--- config.mk ---
export PLATFORM = sky130hd
export DESIGN_NAME = boss_sprite_engine
export DESIGN_NICKNAME = d
export VERILOG_FILES = /design/src/rtl/boss_gfx_pkg.sv /design/src/rtl/boss_motion_ctrl.sv /design/src/rtl/boss_sprite_engine.sv
export SDC_FILE = /design/constraint.sdc
export NUM_CORES = 1
export LEC_CHECK = 0
export ABC_AREA = 1
export BUFFER_PORTS_ARGS = -buffer_cell sky130_fd_sc_hd__clkbuf_2
export CELL_PAD_IN_SITES_DETAIL_PLACEMENT = 0
export CELL_PAD_IN_SITES_GLOBAL_PLACEMENT = 2
export CORE_UTILIZATION = 32
export CTS_CLUSTER_DIAMETER = 60
export DETAILED_ROUTE_END_ITERATION = 8
export PLACE_DENSITY = 0.84
export SYNTH_ARGS = -nofsm -noshare
export SYNTH_HDL_FRONTEND = slang
export SYNTH_SLANG_ARGS = --single-unit
--- constraint.sdc ---
create_clock -name clock -period 3.4 [get_ports clock]
set_input_delay 0.68 -clock clock [delete_from_list [all_inputs] [get_ports clock]]
set_output_delay 0.68 -clock clock [all_outputs]
set_load 0.05 [all_outputs]
--- src/rtl/boss_gfx_pkg.sv ---
// Shared definitions for the boss sprite renderer.
//   KEY_COLOUR   : texel value treated as transparent, {B,G,R} nibble order
//   *_LSB        : nibble positions of the colour channels inside a 12-bit texel
//   dir_t        : horizontal bounce direction, the state of the motion FSM
//   rom_addr_w() : width of the texel ROM address {frame, ty, tx}
package boss_gfx_pkg;

    localparam logic [11:0] KEY_COLOUR = 12'hC0F;

    localparam int NIBBLE_W  = 4;
    localparam int RED_LSB   = 0;
    localparam int GREEN_LSB = 4;
    localparam int BLUE_LSB  = 8;

    typedef enum logic {
        DIR_RIGHT = 1'b0,
        DIR_LEFT  = 1'b1
    } dir_t;

    function automatic int rom_addr_w(input int frames_log2,
                                      input int tex_h_log2,
                                      input int tex_w_log2);
        return frames_log2 + tex_h_log2 + tex_w_log2;
    endfunction

endpackage

--- src/rtl/boss_motion_ctrl.sv ---
// Frame-rate state of the boss sprite: horizontal bounce, animation frame
// and hit flash. Everything here advances only on frame_tick (or on hit),
// so the picture never changes in the middle of a frame.
// Ports:
//   clock, reset         pixel clock, asynchronous active-low reset
//   frame_tick           one-clock pulse per frame
//   move_en              1 = position and animation advance on frame_tick
//   hit                  start/restart the hit flash (wins over frame_tick)
//   pos_x                left-edge column of the sprite
//   frame                current animation frame
//   flash_active         hit flash in progress
//   flash_white          flash is in its white phase right now
module boss_motion_ctrl
    import boss_gfx_pkg::*;
#(
    parameter int COL_W       = 12,
    parameter int FRAMES_LOG2 = 2,
    parameter int X_MIN       = 0,
    parameter int X_MAX       = 1023,
    parameter int STEP        = 2,
    parameter int ANIM_DIV    = 8,
    parameter int FLASH_LEN   = 16
) (
    input  logic                   clock,
    input  logic                   reset,
    input  logic                   frame_tick,
    input  logic                   move_en,
    input  logic                   hit,
    output logic [COL_W-1:0]       pos_x,
    output logic [FRAMES_LOG2-1:0] frame,
    output logic                   flash_active,
    output logic                   flash_white
);

    localparam int ANIM_W  = (ANIM_DIV > 2) ? $clog2(ANIM_DIV) : 1;
    // At least two bits: bit 1 drives the blink.
    localparam int FLASH_W = (FLASH_LEN > 4) ? $clog2(FLASH_LEN) : 2;

    // Limits compared two bits wider than pos_x so neither the add nor
    // the subtract can wrap. Moving left underflows exactly when
    // pos_x < X_MIN + STEP, which also covers the borrow out of zero.
    localparam logic [COL_W+1:0] RIGHT_LIMIT = (COL_W+2)'(X_MAX);
    localparam logic [COL_W+1:0] LEFT_LIMIT  = (COL_W+2)'(X_MIN + STEP);
    localparam logic [COL_W+1:0] STEP_WIDE   = (COL_W+2)'(STEP);

    dir_t                   dir, dir_nx;
    logic [COL_W-1:0]       pos_x_nx;
    logic [FRAMES_LOG2-1:0] frame_nx;
    logic [ANIM_W-1:0]      anim_cnt, anim_nx;
    logic [FLASH_W-1:0]     flash_cnt, flash_cnt_nx;
    logic                   flash_active_nx;
    logic [COL_W+1:0]       pos_wide;

    assign pos_wide    = {2'b00, pos_x};
    assign flash_white = flash_active & flash_cnt[1];

    always_ff @(posedge clock or negedge reset) begin
        if (!reset) begin
            dir          <= DIR_RIGHT;
            pos_x        <= COL_W'(X_MIN);
            frame        <= '0;
            anim_cnt     <= '0;
            flash_cnt    <= '0;
            flash_active <= 1'b0;
        end else begin
            dir          <= dir_nx;
            pos_x        <= pos_x_nx;
            frame        <= frame_nx;
            anim_cnt     <= anim_nx;
            flash_cnt    <= flash_cnt_nx;
            flash_active <= flash_active_nx;
        end
    end

    always_comb begin
        dir_nx          = dir;
        pos_x_nx        = pos_x;
        frame_nx        = frame;
        anim_nx         = anim_cnt;
        flash_cnt_nx    = flash_cnt;
        flash_active_nx = flash_active;

        if (frame_tick && move_en) begin
            unique case (dir)
                DIR_RIGHT: begin
                    if (pos_wide + STEP_WIDE > RIGHT_LIMIT) begin
                        pos_x_nx = COL_W'(X_MAX);
                        dir_nx   = DIR_LEFT;
                    end else begin
                        pos_x_nx = pos_x + COL_W'(STEP);
                    end
                end
                DIR_LEFT: begin
                    if (pos_wide < LEFT_LIMIT) begin
                        pos_x_nx = COL_W'(X_MIN);
                        dir_nx   = DIR_RIGHT;
                    end else begin
                        pos_x_nx = pos_x - COL_W'(STEP);
                    end
                end
            endcase

            if (anim_cnt == ANIM_W'(ANIM_DIV - 1)) begin
                anim_nx  = '0;
                frame_nx = frame + 1'b1;
            end else begin
                anim_nx  = anim_cnt + 1'b1;
            end
        end

        // The flash counts frames whether or not the sprite is moving.
        if (hit) begin
            flash_active_nx = 1'b1;
            flash_cnt_nx    = '0;
        end else if (frame_tick && flash_active) begin
            if (flash_cnt == FLASH_W'(FLASH_LEN - 1)) begin
                flash_active_nx = 1'b0;
                flash_cnt_nx    = '0;
            end else begin
                flash_cnt_nx    = flash_cnt + 1'b1;
            end
        end
    end

endmodule

--- src/rtl/boss_sprite_engine.sv ---
// Boss sprite renderer on the VGA pixel path. Compares the current pixel
// against the sprite window, fetches the upscaled texel and produces the
// sprite colour two clocks after the coordinates, whether or not the
// pixel is visible.
// Ports:
//   clock, reset                   pixel clock, asynchronous active-low reset
//   visible                        active video region
//   display_col, display_row       current pixel coordinates
//   frame_tick, move_en, hit       frame-rate controls (see boss_motion_ctrl)
//   rom_addr / rom_data            texel ROM {frame,ty,tx}; data valid the
//                                  clock after rom_addr updates
//   spr_red/green/blue, spr_visible  registered sprite pixel
//   pos_x, flash_active            sprite state for collision/effects logic
module boss_sprite_engine
    import boss_gfx_pkg::*;
#(
    parameter int          COL_W       = 12,
    parameter int          ROW_W       = 11,
    parameter int          TEX_W_LOG2  = 6,
    parameter int          TEX_H_LOG2  = 6,
    parameter int          SCALE_LOG2  = 2,
    parameter int          FRAMES_LOG2 = 2,
    parameter logic [11:0] KEY         = KEY_COLOUR,
    parameter int          BASE_Y      = 560,
    parameter int          X_MIN       = 0,
    parameter int          X_MAX       = 1023,
    parameter int          STEP        = 2,
    parameter int          ANIM_DIV    = 8,
    parameter int          FLASH_LEN   = 16
) (
    input  logic                    clock,
    input  logic                    reset,
    input  logic                    visible,
    input  logic [COL_W-1:0]        display_col,
    input  logic [ROW_W-1:0]        display_row,
    input  logic                    frame_tick,
    input  logic                    move_en,
    input  logic                    hit,
    output logic [rom_addr_w(FRAMES_LOG2, TEX_H_LOG2, TEX_W_LOG2)-1:0] rom_addr,
    input  logic [11:0]             rom_data,
    output logic [3:0]              spr_red,
    output logic [3:0]              spr_green,
    output logic [3:0]              spr_blue,
    output logic                    spr_visible,
    output logic [COL_W-1:0]        pos_x,
    output logic                    flash_active
);

    localparam int SPAN_X = 1 << (TEX_W_LOG2 + SCALE_LOG2);
    localparam int SPAN_Y = 1 << (TEX_H_LOG2 + SCALE_LOG2);

    logic [FRAMES_LOG2-1:0] frame;
    logic                   flash_white;
    logic [COL_W:0]         dx;
    logic [ROW_W:0]         dy;
    logic                   in_win;
    logic                   in_win_q;

    boss_motion_ctrl #(
        .COL_W       (COL_W),
        .FRAMES_LOG2 (FRAMES_LOG2),
        .X_MIN       (X_MIN),
        .X_MAX       (X_MAX),
        .STEP        (STEP),
        .ANIM_DIV    (ANIM_DIV),
        .FLASH_LEN   (FLASH_LEN)
    ) u_motion (
        .clock        (clock),
        .reset        (reset),
        .frame_tick   (frame_tick),
        .move_en      (move_en),
        .hit          (hit),
        .pos_x        (pos_x),
        .frame        (frame),
        .flash_active (flash_active),
        .flash_white  (flash_white)
    );

    // One extra bit so a pixel left of / above the sprite shows up as a
    // set sign bit instead of wrapping to a large positive offset.
    assign dx = {1'b0, display_col} - {1'b0, pos_x};
    assign dy = {1'b0, display_row} - (ROW_W+1)'(BASE_Y);

    // Inclusive at the left/top edge, exclusive at the right/bottom edge.
    assign in_win = visible
                  && !dx[COL_W] && (dx < (COL_W+1)'(SPAN_X))
                  && !dy[ROW_W] && (dy < (ROW_W+1)'(SPAN_Y));

    always_ff @(posedge clock or negedge reset) begin
        if (!reset) begin
            rom_addr    <= '0;
            in_win_q    <= 1'b0;
            spr_visible <= 1'b0;
            spr_red     <= 4'hF;
            spr_green   <= 4'hF;
            spr_blue    <= 4'hF;
        end else begin
            // Stage 0: texel address and window flag travel together.
            rom_addr <= {frame,
                         dy[SCALE_LOG2 +: TEX_H_LOG2],
                         dx[SCALE_LOG2 +: TEX_W_LOG2]};
            in_win_q <= in_win;

            // Stage 1 -> 2: rom_data belongs to in_win_q.
            if (in_win_q && (rom_data != KEY)) begin
                spr_visible <= 1'b1;
                spr_red     <= flash_white ? 4'hF : rom_data[RED_LSB   +: NIBBLE_W];
                spr_green   <= flash_white ? 4'hF : rom_data[GREEN_LSB +: NIBBLE_W];
                spr_blue    <= flash_white ? 4'hF : rom_data[BLUE_LSB  +: NIBBLE_W];
            end else begin
                spr_visible <= 1'b0;
                spr_red     <= 4'hF;
                spr_green   <= 4'hF;
                spr_blue    <= 4'hF;
            end
        end
    end

endmodule

Word level (Yosys, flattened, before mapping). Index checks and enable logic that the tools add are counted.

Logic and storage cells: 62. Register bits after elaboration: 51. Bits of input ports: 41. Output and inout bits: 40.

Muxes and demuxes: 20. Eq/ne operators: 3. Reduce and logical (&&, ||, !) cells: 13. Bitwise operators: 2. $lt $le $gt $ge: 4. Add/sub/neg operators: 8.

Operators by type and width (number): $mux W4 (9); $mux W12 (2); $pmux W12 S2 (1); $gt A14 B10 Y1 const B (1); $add A12 B2 Y13 const B (1); $lt A13 B9 Y1 const B (1); $sub A12 B12 Y13 (1); $add A12 B2 Y12 const B (1); $lt A12 B2 Y1 const B (1); $lt A12 B9 Y1 const B (1); $ne A12 B12 Y1 const B (1); $sub A11 B10 Y12 const B (1); $sub A12 B2 Y12 const B (1); $logic_and A1 B1 Y1 (7); $mux W1 (6); $add A4 B1 Y4 const B (1); $eq A4 B4 Y1 const B (1); $reduce_and A2 Y1 (2); $reduce_bool A2 Y1 (2); $add A3 B1 Y3 const B (1); $eq A3 B3 Y1 const B (1); $mux W3 (1); $add A2 B1 Y2 const B (1); $logic_not A1 Y1 (2); 3 further kinds (3).

Longest topological paths before layout. Gate-level depths: netlist of run 1.

Word-level depth: 6. Mapped depth: 13. Mapped depth without buffers: 13.

Modules after synthesis. From an unflattened synthesis of run 1, not the netlist that was laid out.

Cell total of the unflattened synthesis: 481. Area, all modules: 3437.0 um2.

Modules (own cells, without submodules): boss_motion_ctrl (sequential area each 575.6 um2, area an instance 1770.4 um2, times used 1, cells an instance 258); boss_sprite_engine (sequential area each 715.7 um2, area an instance 1666.6 um2, times used 1, cells an instance 223).

Least setup slack after synthesis of run 1. No wires, ideal clock.

Path type: flip-flop to flip-flop. Start point: reg u_motion.pos_x[4]. End point: reg in_win_q. Buffers on the path: 0. Data required time: 3284 ps. Arrival: 1875 ps. Period minus slack after synthesis: 1991 ps. Library setup time: 116 ps. Stages on the path, launching flop included: 12. Slack: 1409 ps. Cells stage by stage: dfrtp_1 -> inv_1 -> ha_1 -> nand2_1 -> nor2_1 -> nand3_1 -> nand3_1 -> nand2_1 -> nand2_1 -> inv_1 -> nand3_1 -> nor2_1.

Word-level cells in the longest chain between the ends: 6. Elaborated cells between the ends (all ways): 7. Those cells by class: 1 x add/sub; 1 x order compare; 5 x reduce/logical.

RTL lines: from (decl) (line boss_motion_ctrl.sv:29) `output logic [COL_W-1:0] pos_x,`; from (signal assigned) (line boss_motion_ctrl.sv:60) `pos_x <= COL_W'(X_MIN);`; from (signal assigned) (line boss_motion_ctrl.sv:67) `pos_x <= pos_x_nx;`; $sub A12 B12 Y13 (*) (line boss_sprite_engine.sv:81) `assign dx = {1'b0, display_col} - {1'b0, pos_x};`; parallel branches: the longest is 2 deep, another holds $lt A13 B9 Y1; $logic_and A1 B1 Y1 (*) (line boss_sprite_engine.sv:86) `&& !dx[COL_W] && (dx < (COL_W+1)'(SPAN_X))`; $logic_and A1 B1 Y1 (*) (2 in series) (line boss_sprite_engine.sv:87) `&& !dy[ROW_W] && (dy < (ROW_W+1)'(SPAN_Y));`; net in_win (line boss_sprite_engine.sv:56) `logic in_win;`; to (signal assigned) (line boss_sprite_engine.sv:102) `in_win_q <= in_win;`; to (decl) (line boss_sprite_engine.sv:57) `logic in_win_q;`.

Mark *: on every way through the listed nets, which the timed path passes. A chain may end at the register's enable or synchronous reset.

Worst setup path after layout of run 1.
Start point: reg u_motion.pos_x[1]. End point: reg u_motion.pos_x[11].

Word-level cells in the longest chain between the ends: 4. Elaborated cells between the ends (all ways): 8. Those cells by class: 3 x add/sub; 2 x order compare; 3 x mux.

RTL lines: $add A12 B2 Y13 (line boss_motion_ctrl.sv:86) `if (pos_wide + STEP_WIDE > RIGHT_LIMIT) begin`; $gt A14 B10 Y1 (line boss_motion_ctrl.sv:86); $mux W12 (line boss_motion_ctrl.sv:86); $pmux W12 S2 (*) (line boss_motion_ctrl.sv:84) `unique case (dir)`.

Every way passes the cells marked *; elsewhere a longest branch is shown, timed or not.

==> run metrics, run 1 <==
status finished clean; cts repair resizes 0; via/cell ratio 4.634; Slew headroom between 40% and 50%; power share of the clock group 14.1%; number of diodes 0; Setup crit start kind flip-flop; hold-critical path depth 0; CTS Hold Bufs 0; post-route ant nets 0; RePlAce Congestion 0.8241; CTS Sinks 51; Avg WL per Cell between 10 and 15 um; # H-tree levels 2; WP data required 3.60 ns; final std cells w/o fill roughly 580; Crit Path Max Fanout 5; Leakage Power 1.910 nW; placed cell count 569; Total Power 2.745 mW; Die Height 99.34 um; Final min period approximately 2.0 ns; Worst VDD drop 0.0002505 V; RSZ-0062 raised after global routing false; post-synth top area cell dfrtp_1; Util after Layout 39.55%; Area contributors post-synth dfrtp_1, nand2_1, dfstp_2, ha_1, inv_1; initial antenna violation count 0; CTS root buffer clkbuf_8; pwr/cell area 754.7 mW/mm2; IO Pins 81; CTS tree built; number of post-CTS setup repair buffers 0; fin nets about 520; final worst-path cycle share 57.52%; largest net degree at the start of global routing 52; Sw Pwr around 1.4 mW; setup violators final 0; sequential share of power 33.0%; Mapped Cells 384; Async S/R FF share, synth 100.0%; combinational share of power 52.9%; Worst Setup Path Type flip-flop to flip-flop; syn_area_per_cell 7.895 um2; die area 0.009867 mm2; ys flop type dfrtp_1; Clock transition at path regs 0.10 ns; number of synthesized flops with an enable pin 0; Initial Util approximately a third; Area Overhead vs Synth 19.98%; most frequent cells after synthesis nand2_1, inv_1, dfrtp_1; DR vias 2674; core area around 0.0092 mm2; CTS buffer count 5; sw frac 50.81%; Critical Path AT 2.16 ns; PortBufs around 80; Post-Syn Nets 442; sequential area share after synthesis 42.59%; setup tns final 0 ns; Clock Latency Late Sink about 0.30 ns; # rows 35; Yosys Warn Count 0; mapped cell area 0.003032 mm2; DP HPWL 5714 um; Worst Skew 0.003173 ns; Congestion Overflow GR 0; gr usage total 15.99%; final-layout fill cell count 999; vias in the first global route 2604; clk buf depth 2; Worst Tran Pin Value 0.8451 ns; most common cell in the netlist nand2_1; library cells used by synthesis 31; Fin. Hold Viols 0; CP Capture Type flip-flop; Int Pwr 1.350 mW; max-slew violations 0; first-pass GRT wire length 12540 um; post-route DRC violation count 0; Final WS setup 1.444 ns; Highest Clock Rate 0.5113 GHz; Hold Path Class flip-flop to flip-flop; Register-to-Register Path Depth 8; post-place setup slack 1.248 ns; Die Span X between 90 and 100 um; Yosys reg bits 51; share of the synthesized area in the top cell type 32.19%; Initial DRC Count 87; share of layout cells above drive strength 1 25.11%; DR pass1 iterations 4; Max-Cap Viols 0; WL final 7355 um
## through the flow
stage                     hold slack (ns)  instance area (um2)
after floorplan                    0.3537                 3032
after global placement             0.3609                 3540
after detailed placement           0.3786                 3540
after CTS                          0.4031                 3637
after global routing               0.4064                 3637
final                              0.4010                 3637
## cell usage in the layout, fill, tap and decap left out
| cell type | Yosys | layout |
|---|---|---|
| ha_1 | 17 | 17 |
| nand4_1 | 8 | 8 |
| a21oi_1 | 20 | 20 |
| inv_1 | 55 | 55 |
| buf_4 | 0 | 1 |
| xor2_1 | 16 | 16 |
| nor4_1 | 3 | 3 |
| inv_4 | 0 | 1 |
| nor2_4 | 2 | 2 |
| o31ai_1 | 1 | 1 |
| o21bai_1 | 3 | 3 |
| xnor2_1 | 5 | 5 |
| o21ai_2 | 1 | 1 |
| nor3_1 | 7 | 7 |
| o211ai_1 | 4 | 4 |
| o21ai_0 | 16 | 16 |
| clkbuf_2 | 0 | 78 |
| o22ai_1 | 3 | 3 |
| o21a_1 | 1 | 1 |
| clkinv_4 | 0 | 1 |
| inv_2 | 1 | 1 |
| nand3_2 | 3 | 3 |
| dfrtp_1 | 39 | 39 |
| nand2_4 | 1 | 1 |
| dfstp_2 | 12 | 12 |
| nand3_1 | 24 | 24 |
| and3_1 | 1 | 1 |
| nand2_1 | 91 | 91 |
| nand2_2 | 5 | 5 |
| clkinv_1 | 1 | 1 |
| nor2_2 | 5 | 5 |
| clkbuf_8 | 0 | 6 |
| nor2_1 | 34 | 34 |
## flip-flops by register name, indices dropped and copies added, names as in the netlist
name	cells
rom_addr	14
u_motion.pos_x	12
spr_blue	4
spr_green	4
spr_red	4
u_motion.flash_cnt	4
u_motion.anim_cnt	3
u_motion.frame	2
in_win_q	1
spr_visible	1
u_motion.dir	1
u_motion.flash_active	1
## metal layers
| metal | vias to the layer above | part of all wire (%) | track usage, % |
|---|---|---|---|
| li1 | 1393 | - | - |
| met3 | 4 | 6.0 | 3.162 |
| met2 | 76 | 44 | 25.69 |
| met4 | 0 | 0.69 | 3.733 |
| met1 | 1201 | 50 | 22.20 |
| met5 | - | 0 | 0 |
## area by class of cell
| class | count | area (um2) | share of cell area (%) |
|---|---|---|---|
| clock buffers | 6 | 82.58 | 2.270 |
| clock inverters | 2 | 15.01 | 0.4128 |
| well taps | 111 | 138.9 | 3.818 |
| flip-flops and latches | 51 | 1291 | 35.50 |
| multi-input cells | 271 | 1498 | 41.18 |
| repair buffers | 79 | 397.9 | 10.94 |
| inverters | 57 | 214.0 | 5.882 |
## cells by family (layout without fill, tap and decap cells)
group | count (synthesis) | count (layout) | synth area share, %
AND/OR/NAND/NOR | 184 | 184 | 27.24
buffers and inverters | 62 | 144 | 8.007
flip-flops | 51 | 51 | 42.59
AO/OA/AOI/OAI | 49 | 49 | 9.080
XOR/XNOR | 21 | 21 | 6.067
adder cells (fa/ha/maj) | 17 | 17 | 7.016
## power by group through the flow
stage	combinational (mW)	sequential (mW)	clock, mW
after floorplan	0.764	1.26	0
after global placement	1.45	0.917	0
after detailed placement	1.46	0.920	0
after CTS	1.46	0.908	0.410
after global routing	1.63	0.932	0.427
final	1.45	0.905	0.388
## path summary, 6_finish.rpt
path	startpoint	endpoint	slack, ns
setup / recovery	u_motion.pos_x[1]	u_motion.pos_x[11]	1.44
hold / removal	u_motion.frame[0]	rom_addr[12]	0.40
setup reg to reg	u_motion.pos_x[1]	u_motion.pos_x[11]	1.44
hold reg to reg	u_motion.frame[0]	rom_addr[12]	0.40
max in group asynchronous	reset	u_motion.pos_x[11]	2.48
min in group asynchronous	reset	u_motion.frame[1]	0.49
## worst max-delay path: stages (launching register included)
cell,delay [ns]
dfrtp_1,0.47
inv_1,0.18
ha_1,0.26
nand4_1,0.20
nor3_1,0.31
nand3_1,0.14
xor2_1,0.17
o21ai_0,0.08
inv_1,0.05
(Power assumes the default switching activity.)
==> run 2, diff against run 1 <==
--- a/config.mk
+++ b/config.mk
@@ -9,10 +9,10 @@
 export BUFFER_PORTS_ARGS = -buffer_cell sky130_fd_sc_hd__clkbuf_2
 export CELL_PAD_IN_SITES_DETAIL_PLACEMENT = 0
 export CELL_PAD_IN_SITES_GLOBAL_PLACEMENT = 2
-export CORE_UTILIZATION = 32
+export CORE_UTILIZATION = 27
 export CTS_CLUSTER_DIAMETER = 60
 export DETAILED_ROUTE_END_ITERATION = 8
-export PLACE_DENSITY = 0.84
+export PLACE_DENSITY = 0.75
 export SYNTH_ARGS = -nofsm -noshare
 export SYNTH_HDL_FRONTEND = slang
 export SYNTH_SLANG_ARGS = --single-unit
==> constraint.sdc (replaced) <==
create_clock -name clock -period 1.7 [get_ports clock]
set_input_delay 0.34 -clock clock [delete_from_list [all_inputs] [get_ports clock]]
set_output_delay 0.34 -clock clock [all_outputs]
set_load 0.05 [all_outputs]
==> run 2 against run 1 <==
Against the previous run:
- the flow now finishes with violations (setup timing)
- die area up 18%
- clock power rose by 130%
- flip-flop and latch count did not move
- setup slack got worse by 1.4 ns
- maximum frequency is 15% higher
- clock-buffer cell count shrank 1
- global-route usage down 1.5 points
- via count increased by 7.0%
- clock skew up 0.0057 ns
- first-iteration DRC count up 2.3%
- worst hold slack worse by 0.27 ns
- design area increased by 18%
- critical path type unchanged
- critical endpoint is now u_motion.pos_x[9]
- largest power group unchanged
==> run metrics, run 2 (same netlist as run 1, synthesis figures left out) <==
vias in the first global route 2780; Avg WL per Cell 12.46 um; fin area 0.004307 mm2; Leakage Power 2.157 nW; Highest Clock Rate 0.5865 GHz; Worst Setup Path Type flip-flop to flip-flop; Clock Latency Late Sink 0.31 ns; Final min period 1.705 ns; Slew headroom 41.97%; share of layout cells above drive strength 1 39.80%; RePlAce Congestion about 0.86; Initial Util 27.84%; CP Capture Type flip-flop; CTS buffer count 5; Worst R2R Start u_motion.pos_x[1]; Register-to-Register Path Depth 10; Worst Skew 0.008837 ns; most frequent cells in the layout nand2_1, clkbuf_2, inv_1; Initial DRC Count 89; Max-Cap Viols 0; multi-input logic area 0.001740 mm2; Worst VDD drop 0.0006574 V; DP HPWL between 6000 and 7000 um; DR vias 2862; hold_sp display_row[2]; IO Pins 81; Final WS setup -0.005101 ns; placed cell areas 0.003920 mm2; clk buf depth 2; Die Span X 108.0 um; Fin. Hold Viols 0; registers with the most flip-flops rom_addr (14), u_motion.pos_x (12); CTS tree built; Worst Tran Pin Value about 0.87 ns; number of diodes 0; PortBufs 78; Area Overhead vs Synth 42.06%; FF+latch area 0.001304 mm2; hold-critical path depth 1; placed cell count 631; Crit Path Max Fanout 4; initial antenna violation count 0; Critical Path AT 1.96 ns; post-route DRC violation count 0; WL final 8097 um; gr usage total 14.52%; Worst R2R Setup Slack -0.005 ns; RSZ-0062 raised after global routing true; first-pass GRT wire length approximately 13000 um; status finished with violations; Die Height about 110 um; # H-tree levels 2; via/cell ratio 4.403; commonest non-fill, non-tap cell in the layout nand2_1; DR pass1 iterations 6; setup violators final 1; WP data required 1.96 ns; Clock transition at path regs 0.10 ns; largest net degree at the start of global routing 32; Setup crit start kind flip-flop; Hold Path Class input pin to flip-flop; # rows 38; max-slew violations 0; final worst-path cycle share 100.3%; core area about 0.011 mm2; setup tns final -0.005101 ns; pwr/cell area 1510 mW/mm2; failing checks setup timing; final-layout fill cell count ~1200; final std cells w/o fill 650; max reg flops 14; CTS root buffer clkbuf_8; Congestion Overflow GR 0; post-route ant nets 0; RR Endpoint u_motion.pos_x[9]; die area between 0.01 and 0.015 mm2; CTS Sinks 51; fin nets 567; largest register by flop count rom_addr; Hold EP rom_addr[6]
run 2: area by class of cell:
type | count | share of cell area, %
multi-input combinational | 272 | 40.41
timing repair buffer | 122 | 17.55
clock inverter | 3 | 1.017
inverter | 57 | 5.084
tap | 140 | 4.067
clock buffer | 5 | 1.598
sequential | 51 | 30.27
run 2: timing repair:
action / in CTS / in global routing
gates resized for setup: 3 / 37
pin swaps: 0 / 17
cloned: 0 / 1
setup buffers: 2 / 7
hold buffers: 1 / 0
endpoints found under the hold margin: 13 / 0
endpoints found under the setup margin: 9 / 15
run 2: worst max-delay path by stage:
stage                      start                 to  slack [ns]
4_1_cts        u_motion.pos_x[8]           in_win_q       -0.01
6_report       u_motion.pos_x[1]  u_motion.pos_x[9]      -0.005
3_5_place_dp   u_motion.pos_x[4]           in_win_q      -0.006
3_3_place_gp   u_motion.pos_x[9]           in_win_q        0.01
5_1_grt        u_motion.pos_x[2]           in_win_q       -0.12
2_1_floorplan  u_motion.pos_x[7]           in_win_q       -0.03
run 2: report_power, final:
part / switching, mW / internal [mW]
registers: 0.239 / 1.53
logic: 2.40 / 1.47
clock network: 0.435 / 0.439
run 2: stage by stage:
step	setup WS, ns	hold slack (ns)	total power, mW	util, %
finish	-0.005101	0.1317	6.502	39.55
global route	-0.1215	0.1173	7.015	39.55
CTS	-0.009704	0.1210	6.267	37.32
detailed placement	-0.006055	0.3186	5.312	36.00
global placement	0.01454	0.3134	5.304	36.00
floorplan	-0.03229	0.04441	4.180	-
run 2: critical path, stage by stage (launching register included):
cell     delay [ns]
dfrtp_2        0.47
inv_4          0.09
buf_6          0.10
ha_4           0.13
nand4_1        0.13
nor3_2         0.27
buf_4          0.15
nor2_1         0.03
nor3_1         0.16
a21oi_1        0.06
nand2_1        0.06
run 2: layer usage:
layer	track usage, %	wire (um)
met1	20.16	3972
met2	23.29	3728
met3	2.230	295
met4	4.110	100
met5	0	0
